[src/rtl/ternary_sampler.sv]
// ternary_sampler: turns random coin bytes into a stream of N ternary coefficients (byte mod 3, last one forced to 0)
module ternary_sampler #(
   parameter int N      = 701,
   parameter int COIN_W = 256
) (
   input  logic                   clk,
   input  logic                   rst,
   input  logic                   start,
   output logic                   coin_req,
   input  logic                   coin_valid,
   input  logic [COIN_W-1:0]      coin_data,
   output logic                   coef_valid,
   input  logic                   coef_ready,
   output logic [1:0]             coef_data,
   output logic [$clog2(N)-1:0]   coef_index,
   output logic                   busy,
   output logic                   done
);
   localparam int NB = COIN_W / 8;
   localparam int IW = $clog2(N);
   localparam int PW = (NB > 1) ? $clog2(NB) : 1;
   localparam logic [IW-1:0] LAST_IDX = IW'(N - 2);
   localparam logic [PW-1:0] LAST_PTR = PW'(NB - 1);

   typedef enum logic [2:0] {IDLE, FETCH, EMIT, ZERO, DONE} state_t;
   state_t state, nxt;

   logic [COIN_W-1:0] coin_buf;
   logic [PW-1:0]     ptr;
   logic [IW-1:0]     idx;
   logic [7:0]        rem;
   logic              xfer;

   // the buffer shifts right on every consumed byte, so the current byte is always the low one
   assign rem = coin_buf[7:0] % 8'd3;

   always_comb begin
      nxt        = state;
      coin_req   = state == FETCH;
      coef_valid = state == EMIT || state == ZERO;
      coef_data  = state == EMIT ? rem[1:0] : 2'b00;
      coef_index = idx;
      busy       = state != IDLE;
      done       = state == DONE;
      xfer       = coef_valid && coef_ready;
      case (state)
         IDLE:  nxt = start ? FETCH : IDLE;
         FETCH: nxt = coin_valid ? EMIT : FETCH;
         EMIT:  nxt = !xfer ? EMIT : idx == LAST_IDX ? ZERO : ptr == LAST_PTR ? FETCH : EMIT;
         ZERO:  nxt = xfer ? DONE : ZERO;
         DONE:  nxt = IDLE;
         default: nxt = IDLE;
      endcase
   end

   always_ff @(posedge clk) begin
      if (rst) begin
         state    <= IDLE;
         coin_buf <= '0;
         ptr      <= '0;
         idx      <= '0;
      end else begin
         state <= nxt;
         if (state == IDLE && start) idx <= '0;
         if (state == FETCH && coin_valid) begin
            coin_buf <= coin_data;
            ptr      <= '0;
         end
         if (state == EMIT && coef_ready) begin
            coin_buf <= coin_buf >> 8;
            ptr      <= ptr + 1'b1;
            idx      <= idx + 1'b1;
         end
      end
   end
endmodule
[config.mk]
export PLATFORM = sky130hd
export DESIGN_NAME = ternary_sampler
export DESIGN_NICKNAME = d
export VERILOG_FILES = /design/src/rtl/ternary_sampler.sv
export SDC_FILE = /design/constraint.sdc
export NUM_CORES = 1
export LEC_CHECK = 0
export ABC_AREA = 1
export BUFFER_PORTS_ARGS = -buffer_cell sky130_fd_sc_hd__buf_4
export CAP_MARGIN = 0
export CORE_AREA = 2 2 160 162
export CTS_CLUSTER_DIAMETER = 80
export DETAILED_ROUTE_END_ITERATION = 8
export DIE_AREA = 0 0 162 164
export GPL_ROUTABILITY_DRIVEN = 0
export GPL_TIMING_DRIVEN = 0
export MAX_ROUTING_LAYER = met4
export PLACE_DENSITY_LB_ADDON = 0.3
export SYNTH_ARGS = -nofsm -noshare
export SYNTH_HDL_FRONTEND = slang
export SYNTH_SLANG_ARGS = --single-unit
[constraint.sdc]
create_clock -name clk -period 5.2 [get_ports clk]
set_input_delay 0.78 -clock clk [delete_from_list [all_inputs] [get_ports clk]]
set_output_delay 0.78 -clock clk [all_outputs]
set_load 0.05 [all_outputs]
==> results.md <==
* Outcome: complete, no violations
* Share of post-route cells with drive strength above 1 at between 20 and 25%
* FF/Latch Area at 5490 sq um
* CP max-delay cell: dfxtp_1
* Drt pass-1 iters at 5
* Pin count of the biggest net entering global routing at 14
* Max Clock Freq at around 230 MHz
* Synth warn at 0
* Synthesis-to-layout area growth at 29.7%
* Starting Density at 46.5%
* Fillers at approximately 2300
* First-pass GRT wire length at approximately 55000 microns
* Crit path launch type: register
* Core box area at 24800 sq um
* CTS root buf: clkbuf_16
* Die height at 164 microns
* CP Class: reg -> out
* Clock Skew at 0.0123 ns
* WL/cell at 17.2 microns
* Seq/Total Area, Yosys at a little under half
* Distinct cells, synth at 32
* Comb power frac at 14.4%
* Max Root-Sink Buffers at 3
* Nets at roughly 2000
* Num CTS Buffers at 28
* Relative slew slack at a little under half
* Met2 Routed Length at 15900 microns
* Post-DR vias/cell at 5.65
* Die W at between 150 and 200 microns
* Final count of negative-setup-slack endpoints at 0
* Final WS setup at between 0.7 and 0.8 ns
* Highest Signal Layer: met4
* Worst hold slack at 0.466 ns
* Tcrit/Tclk final at 85.3%
* Detailed placer's ending HPWL at 26200 microns
* Routed wl met3 at roughly 2600 microns
* Drt total wl at between 30000 and 40000 microns
* Pleak at 0.00600 uW
* Max-Cap Viols at 0
* Row cnt at 58
* GR Util All Layers at 26.2%
* Final hold vios at 0
* Total gr overflow at 0
* Max-slew violation count at 0
* Pwr per Cell Area at roughly 350 nW/um^2
* Io pins at 277
* Flop pwr share at 46.6%
* CP Buf/Inv Count at 3
* Setup TNS at 0 ns
* M1 WL at around 15000 microns
* Synthesized Nets at 1657
* Maximum vdd drop at 0.226 mV
* Element type at the critical path end: primary output
* Clk network pwr share at 39.0%
* Antenna violations before repair at 0
* Total vias in the final route at between 10000 and 15000
* Sink Count at 274
* P_sw at 1350 uW
* H-tree depth at 1
* CP peak stage delay at 0.44 ns
* Sw Ratio at approximately a quarter
* Unrepaired setup endpoints after global routing: false
* Worst min path class: reg -> reg
* DRT antenna net count at 0
* Power, Total at 5180 uW
* CP most frequent cell: nand2_1
* Mapped cell area at around 12000 sq um
* Tmin final at 4.43 ns
* Die Area at around 27000 sq um
* FF-to-FF setup slack at 2.68 ns
* Worst-Margin Slew at 0.784 ns
* CTS Hold Bufs at 0
* TritonCTS clock tree: yes
* Int Pwr at between 3000 and 4000 uW
* Detailed Route Iter0 Violations at 679
* Multi-input gate area at 5340 sq um
* Vias in the first global route at 11100
* FF+latch count, synth at 274
* Synth Instances at between 1000 and 1500
* CP max FO at 6
* Worst-skew pair later-pin latency at 0.54 ns
* Clock-pin slew on the worst setup and hold paths at 0.06 ns
* Post-CTS Resized at 0
* Cell family with most CP delay: simple AND/OR/NAND/NOR gates
* Dpl ws at 1.32 ns
* Worst endpoint data arrival time at 3.65 ns
* Syn Area/Cell at roughly 8.3 sq um
* Req. time, crit path at 4.42 ns
* Setup bufs post-CTS at 0
* Number of remaining DRC errors at 0
* Number of port buffers at ~280
## worst reg2reg max path: cells and delay by family, from the launching register on
| kind | cells | cell delay, ns |
|---|---|---|
| buf+inv | 6 | 1.14 |
| compound gates | 1 | 0.28 |
| flops | 1 | 0.39 |
| simple gates | 3 | 0.60 |
## synth_stat cells
master	count	area, sq um
dfxtp_1	274	5490
nor3_1	253	1270
nor2_1	250	938
o221ai_1	235	2060
clkbuf_1	114	428
nand2_1	65	244
inv_1	37	139
a21oi_1	32	160
o21ai_0	27	135
buf_2	22	110
nand3_1	19	95.1
a211oi_1	9	67.6
nand2_2	9	56.3
inv_2	8	30.0
nand3_2	6	60.1
ha_1	5	62.6
buf_1	4	15.0
nand2_4	3	33.8
a221oi_1	2	17.5
nand4_1	2	12.5
nor2_2	2	12.5
nor2_4	2	22.5
o21ai_2	2	17.5
a21o_1	1	7.51
a22oi_1	1	7.51
a31oi_1	1	6.26
a32o_1	1	10.0
nand3b_1	1	7.51
nand4_2	1	12.5
nor3_2	1	10.0
o21bai_1	1	7.51
xor2_1	1	8.76
## stage by stage
stage / cell area [sq um] / std cells / utilization (%)
4_1_cts: 15000 / 2047 / 60.3
3_5_place_dp: 14000 / 1996 / 56.5
5_1_grt: 15000 / 2047 / 60.3
6_report: 15000 / 2048 / 60.3
3_3_place_gp: 14000 / 1996 / 56.5
2_1_floorplan: 11500 / 1391 / -
## final cells by class
class / instances / area share [%]
Clock buffer: 44 / 5.89
Inverter: 45 / 1.13
Antenna cell: 1 / 0.0167
Clock inverter: 7 / 0.435
Multi-Input combinational cell: 932 / 35.7
Timing Repair Buffer: 275 / 13.8
Sequential cell: 274 / 36.6
Buffer: 140 / 3.69
Tap cell: 330 / 2.76
## kinds of logic (layout without fill, tap and decap cells)
family | Yosys count | in the layout | share of synthesized area, %
buffers and inverters | 185 | 511 | 6.25
xor gates and xnor gates | 1 | 1 | 0.0759
DFF | 274 | 274 | 47.5
and+or+nand+nor | 614 | 614 | 24.0
other | 0 | 1 | 0
AOI/OAI and AO/OA | 312 | 312 | 21.6
adders and majority gates | 5 | 5 | 0.542
## path summary, 6_finish.rpt
path,from,endpoint,cells past startpoint
worst max-delay path,coin_buf[6]$_SDFFE_PP0P_,coef_data[0],26
worst min-delay path,coin_buf[253]$_SDFFE_PP0P_,coin_buf[253]$_SDFFE_PP0P_,2
worst max register to register,state[1]$_SDFF_PP0_,coin_buf[72]$_SDFFE_PP0P_,10
worst min register to register,coin_buf[253]$_SDFFE_PP0P_,coin_buf[253]$_SDFFE_PP0P_,2
## state kept, by name, indices dropped and copies added (netlist names)
signal      flops
state           3
ptr             5
coef_index     10
coin_buf      256
## layer usage
layer	global-route usage (%)	vias up
li1	-	5796
met1	32.8	5308
met2	42.4	391
met3	5.43	83
met4	8.85	0
met5	-	-
## power by group through the flow
| stage | combinational (uW) | clock [uW] | sequential [uW] |
|---|---|---|---|
| after floorplan | 467 | 0 | 2400 |
| after global placement | 720 | 0 | 2450 |
| after detailed placement | 740 | 0 | 2450 |
| after CTS | 746 | 2040 | 2410 |
| after global routing | 833 | 2120 | 2430 |
| final | 745 | 2020 | 2410 |
## layout by cell type (no fill, tap or decap)
master,instances
a211oi_1,9
a21o_1,1
a21oi_1,32
a221oi_1,2
a22oi_1,1
a31oi_1,1
a32o_1,1
buf_1,4
buf_2,22
buf_4,275
bufinv_16,1
clkbuf_1,119
clkbuf_16,29
clkbuf_8,10
clkinv_2,4
clkinvlp_4,2
dfxtp_1,274
diode_2,1
ha_1,5
inv_1,37
inv_2,8
nand2_1,65
nand2_2,9
nand2_4,3
nand3_1,19
nand3_2,6
nand3b_1,1
nand4_1,2
nand4_2,1
nor2_1,250
nor2_2,2
nor2_4,2
nor3_1,253
nor3_2,1
o21ai_0,27
o21ai_2,2
o21bai_1,1
o221ai_1,235
xor2_1,1
(Power assumes the default switching activity.)
